### config.mk
export PLATFORM = sky130hd
export DESIGN_NAME = seq_shift_unit
export DESIGN_NICKNAME = d
export VERILOG_FILES = /design/src/rtl/seq_shift_unit.sv
export SDC_FILE = /design/constraint.sdc
export NUM_CORES = 1
export LEC_CHECK = 0
export ABC_AREA = 1
export BUFFER_PORTS_ARGS = -buffer_cell sky130_fd_sc_hd__buf_2
export CORE_MARGIN = 10
export CORE_UTILIZATION = 50
export DETAILED_ROUTE_END_ITERATION = 10
export GPL_TIMING_DRIVEN = 0
export HOLD_SLACK_MARGIN = 0.08
export PLACE_DENSITY = 0.82
export SLEW_MARGIN = 20
export SYNTH_ARGS = -nofsm -noshare
export SYNTH_HDL_FRONTEND = slang
export SYNTH_SLANG_ARGS = --single-unit
### constraint.sdc
create_clock -name clk -period 1.38 [get_ports clk]
set_input_delay 0.207 -clock clk [delete_from_list [all_inputs] [get_ports clk]]
set_output_delay 0.207 -clock clk [all_outputs]
set_load 0.03 [all_outputs]
### src/rtl/seq_shift_unit.sv
// Iterative one-bit-per-clock shifter with start/busy/done handshake (logical, arithmetic, optional rotate).
// Optional feature macro: SHIFT_ROTATE_EN enables rotate when rot=1; otherwise rot is ignored.
module seq_shift_unit #(
  parameter int WIDTH = 32,
  parameter int SHW   = 5
) (
  input  logic             clk,
  input  logic             rst,
  input  logic             start,
  input  logic [WIDTH-1:0] operand,
  input  logic [SHW-1:0]   shamt,
  input  logic             dir,
  input  logic             arith,
  input  logic             rot,
  output logic             busy,
  output logic             done,
  output logic [WIDTH-1:0] result
);
  typedef enum logic [1:0] {IDLE, SHIFT, DONE} st_t;

  st_t              state, nstate;
  logic [WIDTH-1:0] w, nxt_w;
  logic [SHW-1:0]   cnt;
  logic             dir_q, arith_q;

`ifdef SHIFT_ROTATE_EN
  logic rot_q;
`else
  logic rot_q;
  logic unused_rot;
  assign rot_q      = 1'b0;
  assign unused_rot = rot;
`endif

  // one-bit step of the working register; rotate takes precedence over fill mode
  always_comb begin
    nxt_w = w;
    if (rot_q)
      nxt_w = dir_q ? {w[WIDTH-2:0], w[WIDTH-1]} : {w[0], w[WIDTH-1:1]};
    else if (dir_q)
      nxt_w = {w[WIDTH-2:0], 1'b0};
    else
      nxt_w = {(arith_q & w[WIDTH-1]), w[WIDTH-1:1]};
  end

  always_ff @(posedge clk) begin
    if (rst) state <= IDLE;
    else     state <= nstate;
  end

  always_comb begin
    nstate = state;
    case (state)
      IDLE:    if (start) nstate = (shamt == '0) ? DONE : SHIFT;
      SHIFT:   if (cnt == SHW'(1)) nstate = DONE;
      DONE:    nstate = IDLE;
      default: nstate = IDLE;
    endcase
  end

  always_comb begin
    busy = (state != IDLE);
    done = (state == DONE);
  end

  always_ff @(posedge clk) begin
    if (rst) begin
      w       <= '0;
      cnt     <= '0;
      dir_q   <= 1'b0;
      arith_q <= 1'b0;
      result  <= '0;
    end else begin
      case (state)
        IDLE: if (start) begin
          w       <= operand;
          cnt     <= shamt;
          dir_q   <= dir;
          arith_q <= arith;
          if (shamt == '0) result <= operand;
        end
        SHIFT: begin
          w   <= nxt_w;
          cnt <= cnt - SHW'(1);
          if (cnt == SHW'(1)) result <= nxt_w;
        end
        default: ;
      endcase
    end
  end

`ifdef SHIFT_ROTATE_EN
  always_ff @(posedge clk) begin
    if (rst)                        rot_q <= 1'b0;
    else if (state == IDLE && start) rot_q <= rot;
  end
`endif

endmodule
== Word-level counts from Yosys, hierarchy flattened ==
Cells that the tools add are included.
Cells by class
  div/mod/pow operators: 0
  reduce and logical (&&, ||, !) cells: 8
  bitwise operators: 1
  add/sub/neg operators: 1
  multiplexer cells: 13
  order comparisons: 0
  eq/ne operators: 6
  shifts and indexed selects: 0
  $mul: 0
Operators with widths (number)
  32-bit two-way mux: 5
  32-bit one-hot mux with 2 select lines: 2
  5-bit one-hot mux with 2 select lines: 1
  2-bit two-way mux: 3
  2-bit inequality test, second input constant: 3
  2-bit AND reduction: 3
  5-bit by 1-bit equality test with 1-bit output, second input constant: 1
  5-bit logical NOT: 1
  5-bit two-way mux: 1
  5-bit by 1-bit subtractor with 5-bit output, second input constant: 1
  2-bit one-hot mux with 2 select lines: 1
  4-bit AND reduction: 1
  2-bit nonzero test: 2
  2-bit by 1-bit equality test with 1-bit output, second input constant: 1
  2-bit equality test, second input constant: 1
  2-bit logical NOT: 1
  1-bit bitwise AND: 1
Word-level totals
  memory bits (read-only): 0
  bits in writable memories: 0
  latch bits: 0
  output and inout port bits: 34
  flip-flop bits (word level): 73
  memories: 0
  input bits: 43

== Logic depth before layout (Yosys ltp) ==
Gate-level depths: netlist of the first run.
  depth in word-level cells: 4
  mapped depth: 11
  mapped depth without buffers: 10

== Worst setup path before layout of the first run ==
No wires, ideal clock.
  path kind: register to register
  start point: register cnt[1]
  end point: register result[11]
  data arrival time: 1.279 ns
  buffers on the path: 2
  stages on the path, launching flop included: 12
  path slack: -0.012 ns
  setup time: 0.113 ns
  clock period less this slack: 1.392 ns
  cell sequence: dfxtp_1 -> inv_1 -> ha_1 -> inv_1 -> nor2_1 -> nand2_1 -> nand2_1 -> nand3_2 -> buf_6 -> buf_6 -> nor2_1 -> nor2_1
On the way
  cells in the longest elaborated chain, start to end: 3
RTL lines
  from (decl): RTL line 23  | logic [SHW-1:0] cnt;
  from (signal assigned): RTL line 77  | cnt <= shamt;
  from (signal assigned): RTL line 84  | cnt <= cnt - SHW'(1);
  5-bit by 1-bit equality test with 1-bit output: RTL line 85  | if (cnt == SHW'(1)) result <= nxt_w;
  2-bit inequality test (no source line)
  4-bit AND reduction (no source line)
  to (signal assigned): RTL line 80  | if (shamt == '0) result <= operand;
  to (signal assigned): RTL line 85
  to (decl): RTL line 17  | output logic [WIDTH-1:0] result
Every way passes these cells.
A chain may end at the register's enable or synchronous reset.

== Worst setup path after layout of the first run ==
  start point: register cnt[1]
  end point: register result[25]
Same word-level chain as after synthesis.

==> results.ini, run 1 <==
[route]
avgViaCountPerCell = 5.37
vias = 4321
drt-initial-drc-count = 389
wirelength_um = 13200
firstDrtPassIters = 5
drt-wirelength-per-cell_um = 16.4
drc = 0
detail-route-antenna-nets = 0

[hold_path]
hp-class = in2reg
min_from = arith

[floorplan]
fp.dieW_um = 107
die_area_mm2 = 0.0115
num_io_pins = 77
rows = 31
start_util_pct = 51.8
fp.dieH_um = 107
core_area_mm2 = 0.00733

[worst_setup_path]
crit_end = result[25]
worstRegToRegCells = 11
worst_r2r_startpoint = cnt[1]
r2r_end = result[25]
worst-setup-path-type = reg2reg
critPathRequiredTime_ns = 1.65
crit_start = cnt[1]
r2r_slack_ns = -0.17
critPathMaxFanout = 10
crit_path_start_kind = register
arrival_ns = 1.82
end_kind = register

[clocking]
cts_tree = built
hold_buffers = 0
htreeDepth = 3
cts_root_buffer = clkbuf_8
clk_path_buf_depth = 2
clock-sinks = 73
clkSlewWorstSetupHoldPaths_ns = 0.08
cts-buffers-inserted = 9
clkLatencyLatePin_ns = 0.37

[placement]
numPortBuffers = 74
routabilityCongestion = 0.945
dp_hpwl_um = 7970
dpl.cell_count = 764

[sta]
finalMaxSlewViolations = 0
fin_skew_ns = 0.00532
setup_slack_ns = -0.174
min_period_ns = 1.55
worstMarginPinSlew_ns = 0.570
finalSetupTns_ns = -4.85
fin_hold_ws_ns = 0.109
rsz0062_at_grt = true
setup_viol = 50
fin_crit_sh_pct = 113
fmax_mhz = 643
slew_headroom_pct = 62.0
hold_viol = 0

[synthesis]
synth_nets = 636
synth_edf_count = 0
avgSynthCellArea_um2 = 6.43
synth_cell_type_count = 26
synth_seq_cells = 73
ys.flop_type = dfxtp_1
yosysWarnings = 0
syn_area_mm2 = 0.00380
ys_seq_area_share_pct = 38.5
synthArstFlopShare_pct = 0
syn_inst = 591

[grt]
overflow = 0
grt_pass1_vias = 4104
grt_max_degree = 13
grt_util_all_layers_pct = 20.3
grt_pass1_wl_um = 18900
antenna_found_initial = 0

[power_and_ir_drop]
vdd_drop_max_mv = 0.838
powerDensity_mw_per_mm2 = 1540
leakagePower_nw = 2.75

[final_layout]
antennaDiodeCount = 0
fill_cells = 523
nNetsFinal = 746
final_common_cell = nand2_1
layout_common_cells = 126 x nand2_1, 114 x nor2_1, 79 x buf_2
layout.cells.non_filler = 805
drive_gt1_share_pct = 35.0
area_delta_synth_final_pct = 38.8

[run]
cap_violations = 0

[run_status]
outcome = finished with violations
violations = negative setup slack

[what timing repair did]
item	4_1_cts	5_1_grt
cloned	0	7
setup buffers	6	12
pin swaps	2	47
gates resized for setup	30	140
endpoints found under the setup margin	68	68
[cell families after synthesis]
family	Yosys count	share of synthesized area, %
fa+ha+maj	2	0.659
buf+inv	108	13.1
xor+xnor	1	0.231
simple gates	317	32.9
flops	73	38.5
compound gates	90	14.6
[metrics by stage]
stage	instance area (µm²)	power, mW	util (%)	setup WS, ns
after floorplan	3800	4.42	-	0.0265
final	5270	8.10	71.9	-0.174
after global routing	5270	8.48	71.9	-0.251
after detailed placement	4290	5.07	58.6	-0.170
after global placement	4290	4.99	58.6	-0.140
after CTS	4670	7.27	63.7	-0.0889
[worst min path at each step]
stage | cells past startpoint | slack, ns | endpoint
after CTS | 3 | 0.11 | arith_q
after global placement | 2 | 0.46 | result[4]
after floorplan | 2 | 0.37 | arith_q
final | 3 | 0.11 | arith_q
after global routing | 3 | 0.15 | arith_q
after detailed placement | 2 | 0.47 | result[18]
[state kept, by name, summed over array words and instances (netlist names)]
register	count
arith_q	1
cnt	5
dir_q	1
result	32
state	2
w	32
[layer usage]
metal  vias up  GRT usage, %  wire length, µm
li1       2042             -                -
met3        67          5.93             1290
met4         0          10.7              545
met2       259          33.9             6360
met1      1953          22.8             5020
met5         -             0                0
[cell type report]
type / instances / area [µm²] / area share [%]
Multi-Input combinational cell: 410 / 2150 / 40.8
Sequential cell: 73 / 1470 / 27.9
Timing Repair Buffer: 99 / 694 / 13.2
Buffer: 36 / 309 / 5.86
Inverter: 72 / 278 / 5.27
Clock buffer: 10 / 138 / 2.61
Tap cell: 99 / 124 / 2.35
Clock inverter: 6 / 105 / 1.99
[critical path, cell delays in order (launching register included)]
cell and delay (ns):
dfxtp_2 0.32, inv_2 0.07, ha_4 0.13, inv_2 0.03
nor2_1 0.08, nand2_1 0.11, nand2_2 0.14, nand3_4 0.11
buf_8 0.17, buf_8 0.15, nor2_1 0.09, nor2_1 0.05
[power breakdown]
part / internal [mW] / total, mW / switching [mW]
clock network: 1.24 / 2.09 / 0.852
logic: 1.27 / 3.27 / 2.00
registers: 2.45 / 2.73 / 0.277
total: 4.97 / 8.10 / 3.13
[synth_stat cells, types with 10 or more instances]
cell	n	area, µm²
nor2_1	132	495
clkbuf_1	10	37.5
inv_1	70	263
nand3_1	31	155
nand2_1	149	559
o21ai_0	33	165
o21ai_2	15	131
buf_2	11	55.1
dfxtp_1	73	1460
o21ai_1	18	90.1
o211ai_1	11	82.6
Power figures use the tool's default switching activity.
==> run 2, diff against run 1 <==
--- a/config.mk
+++ b/config.mk
@@ -5,7 +5,6 @@
 export SDC_FILE = /design/constraint.sdc
 export NUM_CORES = 1
 export LEC_CHECK = 0
-export ABC_AREA = 1
 export BUFFER_PORTS_ARGS = -buffer_cell sky130_fd_sc_hd__buf_2
 export CORE_MARGIN = 10
 export CORE_UTILIZATION = 50
==> run 2 against run 1 <==
Against the previous run: the flow still finishes with violations (negative setup slack); design area rose by 6.3%; utilization rose by 4.9 points; synthesized cell count fell by 28%; die area fell by 0.88%; global-route usage fell by 0.24 points; clock-buffer cell count rose by 2; fmax fell by 4.8%; critical path depth fell by 3; clock power fell by 15%; routed wire length rose by 4.2%; sequential share of layout area fell by 1.7 points; hold slack improved by 0.015 ns; critical path type unchanged; critical endpoint is now result[19]; largest cell class unchanged.
==> results.ini, run 2 <==
[run_status]
outcome = finished with violations
violations = negative setup slack

[worst_setup_path]
max_stage_delay_ns = 0.33  ; about the same
slowest_stage = dfxtp_2
critPathRequiredTime_ns = 1.65  ; about the same
critPathMaxFanout = 5  ; -5
end_kind = register
arrival_ns = 1.91  ; +0.09 ns
path_cells = inv_2 -> ha_4 -> nor4b_4 -> buf_4 -> o21a_4 -> clkbuf_16 -> nand3_2 -> a21oi_1
crit_path_start_kind = register
worst-setup-path-type = reg2reg

[final_layout]
reg_top3 = result: 32 flops, w: 32 flops, cnt: 5 flops
nNetsFinal = 578  ; -23%
final_core_util_pct = 76.9  ; +4.9 points
final_common_cell = buf_2
area_delta_synth_final_pct = 49.2
antennaDiodeCount = 0  ; unchanged
layout.cells.non_filler = 637  ; -21%
drive_gt1_share_pct = 62.8  ; +28 points
layout_common_cells = 71 x buf_2, 68 x dfxtp_1, 46 x a21oi_2
fill_cells = 480  ; -8.2%

[sta]
fin_crit_sh_pct = 118  ; +5.7 points
slew_headroom_pct = 46.0  ; -16 points
min_period_ns = 1.63  ; +0.0783 ns
setup_slack_ns = -0.253  ; -0.0783 ns
setup_viol = 71  ; +42%
worstMarginPinSlew_ns = 0.809  ; +0.239 ns
fin_skew_ns = 0.00988  ; +0.00457 ns
fmax_mhz = 613  ; -4.8%
rsz0062_at_grt = true
finalMaxSlewViolations = 0  ; unchanged
hold_viol = 0  ; unchanged
fin_hold_ws_ns = 0.123  ; +0.0147 ns

[floorplan]
die_area_mm2 = 0.0114  ; -0.88%
core_area_mm2 = 0.00729  ; -0.53%
rows = 31  ; unchanged
start_util_pct = 51.5  ; -0.29 points
fp.dieH_um = 107  ; -0.44%
num_io_pins = 77  ; unchanged
fp.dieW_um = 107  ; -0.44%

[clocking]
clock-sinks = 73  ; unchanged
clk_path_buf_depth = 2  ; unchanged
clkSlewWorstSetupHoldPaths_ns = 0.08  ; about the same
cts_tree = built
clkLatencyLatePin_ns = 0.35  ; -0.02 ns
cts_root_buffer = clkbuf_8
htreeDepth = 3  ; unchanged
cts-buffers-inserted = 9  ; unchanged

[synthesis]
ys_seq_area_share_pct = 38.9  ; +0.42 points
syn_inst = 423  ; -28%
synthMostInstantiatedCell = dfxtp_1
synthTopCellsByCount = 73 x dfxtp_1, 70 x nand2_1, 68 x a21oi_1
synthArstFlopShare_pct = 0  ; unchanged
synth_edf_count = 0  ; unchanged
ys.flop_type = dfxtp_1
synth_seq_cells = 73  ; unchanged
synth_nets = 468  ; -26%
synth_top_area_share_pct = 38.9  ; +0.42 points
yosysWarnings = 0  ; unchanged
synthTopCellsByArea = dfxtp_1 39%, mux2_2 16%, a21oi_1 9.1%
synth_cell_type_count = 41  ; +58%
syn_area_mm2 = 0.00376  ; -1.1%
yosys.area.top_type = dfxtp_1
avgSynthCellArea_um2 = 8.88  ; +38%

[route]
firstDrtPassIters = 5  ; unchanged
drc = 0  ; unchanged
wirelength_um = 13800  ; +4.2%
detail-route-antenna-nets = 0  ; unchanged
drt-initial-drc-count = 241  ; -38%
drt-wirelength-per-cell_um = 21.6  ; +32%
avgViaCountPerCell = 6.05  ; +13%
vias = 3852  ; -11%

[placement]
dp_hpwl_um = 7470  ; -6.2%
numPortBuffers = 73  ; -1.4%
routabilityCongestion = 0.842  ; -11%
dpl.cell_count = 595  ; -22%

[grt]
antenna_found_initial = 0  ; unchanged
grt_max_degree = 13  ; unchanged
grt_pass1_wl_um = 18600  ; -1.5%
grt_pass1_vias = 3742  ; -8.8%
grt_util_all_layers_pct = 20.0  ; -0.24 points
overflow = 0  ; unchanged

[power_and_ir_drop]
leakagePower_nw = 2.23  ; -19%
vdd_drop_max_mv = 0.621  ; -26%
powerDensity_mw_per_mm2 = 1270  ; -18%

[hold_path]
hp-class = in2reg

[run]
cap_violations = 0  ; unchanged

## run 2: changes by cell type after synthesis, moves of 24 or more
cell     delta
a21oi_1    +59
inv_1      -66
mux2_2     +55
nand2_1    -79
nor2_1    -125
o21ai_0    -24
## run 2: power breakdown
group	internal (mW)	leakage [nW]	switching (mW)
clock	0.936	0.103	0.839
sequential	2.32	0.600	0.177
combinational	1.30	1.53	1.52
## run 2: worst max-delay path, delay by kind of cell, from the launching register on
| family | cells | cell delay (ns) |
|---|---|---|
| buffers and inverters | 3 | 0.45 |
| adders and majority gates | 1 | 0.13 |
| and+or+nand+nor | 2 | 0.27 |
| DFF | 1 | 0.33 |
| AOI/OAI and AO/OA | 2 | 0.37 |
## run 2: layout make-up
| type | instances | area, µm² | share of cell area [%] |
|---|---|---|---|
| clock inverters | 4 | 51.3 | 0.915 |
| plain buffers | 38 | 424 | 7.57 |
| well taps | 99 | 124 | 2.21 |
| inverters | 4 | 15.0 | 0.268 |
| multi-input cells | 309 | 2640 | 47.1 |
| flip-flops and latches | 73 | 1470 | 26.3 |
| repair buffers | 98 | 723 | 12.9 |
| clock buffers | 12 | 155 | 2.77 |
## run 2: stage by stage
stage / instance area [µm²] / setup TNS (ns) / power, mW / setup slack (ns)
global route: 5610 / -13.38 / 7.33 / -0.273
global placement: 4420 / -15.01 / 4.36 / -0.293
detailed placement: 4420 / -16.76 / 4.42 / -0.341
finish: 5610 / -11.16 / 7.10 / -0.253
floorplan: 3930 / -2.71 / 3.94 / -0.0591
CTS: 5050 / -7.32 / 6.50 / -0.175
## run 2: timing repair
action | 4_1_cts | 5_1_grt
pin swaps | 24 | 45
gates resized for setup | 73 | 116
hold buffers | 0 | 0
cloned | 3 | 5
endpoints found under the setup margin | 68 | 72
buffers inserted | 11 | 7
## run 2: per-layer routing
| layer | GRT usage [%] | vias to the layer above | wire [µm] |
|---|---|---|---|
| li1 | - | 1716 | - |
| met1 | 22.8 | 1878 | 5220 |
| met2 | 34.0 | 206 | 6880 |
| met3 | 5.45 | 52 | 1120 |
| met4 | 9.57 | 0 | 548 |
| met5 | 0 | - | 0 |
## run 2: cells by family (layout without fill, tap and decap cells)
family / Yosys count / count (layout) / share of synthesized area (%)
simple gates: 124 / 124 / 17.5
flops: 73 / 73 / 38.9
compound gates: 122 / 123 / 18.3
mux: 60 / 60 / 18.0
fa+ha+maj: 2 / 2 / 0.666
buf+inv: 42 / 156 / 6.63
## run 2: final timing paths
| path | startpoint | end | slack, ns | depth (start not counted) |
|---|---|---|---|---|
| max | cnt[1] | result[19] | -0.25 | 8 |
| min | arith | arith_q | 0.12 | 3 |
| max reg2reg | cnt[1] | result[19] | -0.25 | 8 |
| min reg2reg | result[15] | result[15] | 0.47 | 2 |
==> run 3, diff against run 2 <==
--- a/config.mk
+++ b/config.mk
@@ -11,7 +11,7 @@
 export DETAILED_ROUTE_END_ITERATION = 10
 export GPL_TIMING_DRIVEN = 0
 export HOLD_SLACK_MARGIN = 0.08
-export PLACE_DENSITY = 0.82
+export PLACE_DENSITY = 0.77
 export SLEW_MARGIN = 20
 export SYNTH_ARGS = -nofsm -noshare
 export SYNTH_HDL_FRONTEND = slang
==> constraint.sdc (replaced) <==
create_clock -name clk -period 1.38 [get_ports clk]
set_input_delay 0.138 -clock clk [delete_from_list [all_inputs] [get_ports clk]]
set_output_delay 0.138 -clock clk [all_outputs]
set_load 0.03 [all_outputs]
==> run 3 against run 2 <==
Against the previous run: the flow still finishes with violations (negative setup slack); hold slack better by 0.0074 ns; clock-buffer cell count down 1; routed wire length up 11%; power up 7.4%; sequential share of layout area down 1.2 points; final cell count up 1.3%; sequential power about the same; critical endpoint is now result[14]; largest cell class unchanged; largest power group unchanged; highest routed layer unchanged.
==> results.ini, run 3 (synthesis results as in run 2) <==
[grt]
grt_util_all_layers_pct = 22.2  ; +2.1 points
grt_pass1_vias = 3832  ; +2.4%
antenna_found_initial = 0  ; unchanged
grt.met2_usage_pct = 37.9  ; +3.9 points
grtUsageMet3_pct = 5.51  ; +0.060 points
overflow = 0  ; unchanged
grt_pass1_wl_um = 20400  ; +10%
grt_max_degree = 13  ; unchanged
met1_usage_pct = 26.2  ; +3.4 points
grt_busiest_layer = met2

[route]
vias = 4009  ; +4.1%
drc = 0  ; unchanged
drt-initial-drc-count = 308  ; +28%
firstDrtPassIters = 5  ; unchanged
avgViaCountPerCell = 6.22  ; +2.8%
drt-wirelength-per-cell_um = 23.8  ; +9.9%
detail-route-antenna-nets = 0  ; unchanged
wirelength_um = 15300  ; +11%

[sta]
finalMaxSlewViolations = 0  ; unchanged
setup_viol = 69  ; -2.8%
rsz0062_at_grt = true
fmax_mhz = 581  ; -5.2%
hold_viol = 0  ; unchanged
fin_skew_ns = 0.0134  ; +0.00357 ns
fin_crit_sh_pct = 125  ; +6.5 points
min_period_ns = 1.72  ; +0.0892 ns
slew_headroom_pct = 41.6  ; -4.5 points
setup_slack_ns = -0.342  ; -0.0892 ns
worstMarginPinSlew_ns = 0.876  ; +0.0670 ns

[worst_setup_path]
arrival_ns = 1.93  ; +0.02 ns
max_stage_delay_ns = 0.40  ; +0.07 ns
critPathMaxFanout = 5  ; unchanged
crit_path_start_kind = register
path_cells = ha_4 -> nor4b_4 -> buf_4 -> o21ai_4 -> buf_6 -> buf_8 -> o21ai_1 -> a21oi_1
slowest_stage = dfxtp_4
r2r_slack_ns = -0.34  ; -0.09 ns
critPathRequiredTime_ns = 1.59  ; -0.06 ns
worst-path-stages = 8  ; unchanged
worstRegToRegCells = 8  ; unchanged
worst-setup-path-type = reg2reg
critPathBufInv = 3  ; unchanged
end_kind = register
cp_top_family = buffers and inverters

[placement]
numPortBuffers = 73  ; unchanged
dp_hpwl_um = 7570  ; +1.4%
routabilityCongestion = 0.933  ; +11%

[final_layout]
final_core_util_pct = 80.9  ; +4.0 points
layout_common_cells = 72 x buf_2, 67 x dfxtp_1, 60 x mux2_4
final_common_cell = buf_2
fill_cells = 427  ; -11%
reg_top3 = result: 32 flops, w: 32 flops, cnt: 5 flops
area_delta_synth_final_pct = 56.9
nNetsFinal = 586  ; +1.4%
antennaDiodeCount = 0  ; unchanged
drive_gt1_share_pct = 65.6  ; +2.7 points

[power_and_ir_drop]
vdd_drop_max_mv = 0.789  ; +27%
p_int_mw = 4.88  ; +7.0%
pwr-share-seq_pct = 33.2  ; -2.0 points
pwr-share-clk_pct = 26.0  ; +1.0 points
powerDensity_mw_per_mm2 = 1290  ; +2.1%
pwr-share-comb_pct = 40.8  ; +1.0 points
switching_share_pct = 36.0  ; +0.20 points
p_switching_mw = 2.74  ; +8.0%
leakagePower_nw = 2.35  ; +5.4%
power.total_mw = 7.62  ; +7.4%

[floorplan]
rows = 31  ; unchanged
start_util_pct = 51.5  ; unchanged
die_area_mm2 = 0.0114  ; unchanged
core_area_mm2 = 0.00729  ; unchanged
fp.dieW_um = 107  ; unchanged
fp.dieH_um = 107  ; unchanged
num_io_pins = 77  ; unchanged

[clocking]
htreeDepth = 3  ; unchanged
clock-sinks = 73  ; unchanged
cts_tree = built
clk_path_buf_depth = 2  ; unchanged
clkLatencyLatePin_ns = 0.36  ; about the same
clkSlewWorstSetupHoldPaths_ns = 0.09  ; about the same
cts_root_buffer = clkbuf_8
cts-buffers-inserted = 9  ; unchanged

[hold_path]
hp-class = in2reg
min_path_cells = 3  ; unchanged

[run]
cap_violations = 0  ; unchanged

[run_status]
outcome = finished with violations
violations = negative setup slack

run 3: cell count changes in the layout (fill, tap and decap cells not counted), sizes merged:
cell / change
buf: +6
bufinv: +1
clkbuf: -1
dlygate4sd3: +2
run 3: final cells by class:
| type | count | area, µm² | share of cell area, % |
|---|---|---|---|
| clock buffer | 11 | 151 | 2.57 |
| buffer | 34 | 367 | 6.22 |
| inverter | 4 | 15.0 | 0.255 |
| clock inverter | 5 | 77.6 | 1.32 |
| tap | 99 | 124 | 2.10 |
| multi-input combinational | 309 | 2820 | 47.9 |
| sequential | 73 | 1480 | 25.0 |
| timing repair buffer | 110 | 862 | 14.6 |
run 3: path summary, 6_finish.rpt:
check / start / endpoint
max: cnt[0] / result[14]
max reg2reg: cnt[0] / result[14]
min: shamt[4] / cnt[4]
min reg2reg: result[6] / result[6]
run 3: timing repair:
action / CTS / global route
setup endpoints to repair: 66 / 71
pin swaps: 42 / 35
cloned: 7 / 5
hold endpoints to repair: 2 / 0
resized for setup: 127 / 119
hold buffers: 2 / 0
setup buffers: 13 / 17
run 3: tightest hold or removal path, delay by kind of cell:
| kind | cells | cell delay (ns) |
|---|---|---|
| AO/OA/AOI/OAI | 2 | 0.22 |
| buffers and inverters | 1 | 0.10 |
run 3: power by group through the flow:
| stage | clock [mW] | sequential (mW) | combinational, mW |
|---|---|---|---|
| 2_1_floorplan | 0 | 2.63 | 1.33 |
| 3_3_place_gp | 0 | 2.50 | 1.89 |
| 3_5_place_dp | 0 | 2.51 | 1.92 |
| 4_1_cts | 1.94 | 2.49 | 2.49 |
| 5_1_grt | 2.05 | 2.54 | 3.23 |
| 6_report | 1.98 | 2.53 | 3.11 |
run 3: per-stage QoR:
stage	instances	setup slack [ns]	TNS [ns]	hold slack [ns]	cell area, µm²
after global routing	645	-0.370	-14.01	0.150	5900
final	645	-0.342	-11.97	0.131	5900
after global placement	595	-0.296	-14.18	0.402	4450
after detailed placement	595	-0.320	-14.80	0.412	4450
after floorplan	423	-0.0356	-1.37	0.285	3960
after CTS	632	-0.202	-7.52	0.111	5420
run 3: metal layers:
| metal | part of all wire [%] | vias up |
|---|---|---|
| met1 | 38 | 1945 |
| met4 | 6.1 | 0 |
| met2 | 48 | 258 |
| met3 | 8.4 | 75 |
| met5 | 0 | - |
| li1 | - | 1731 |
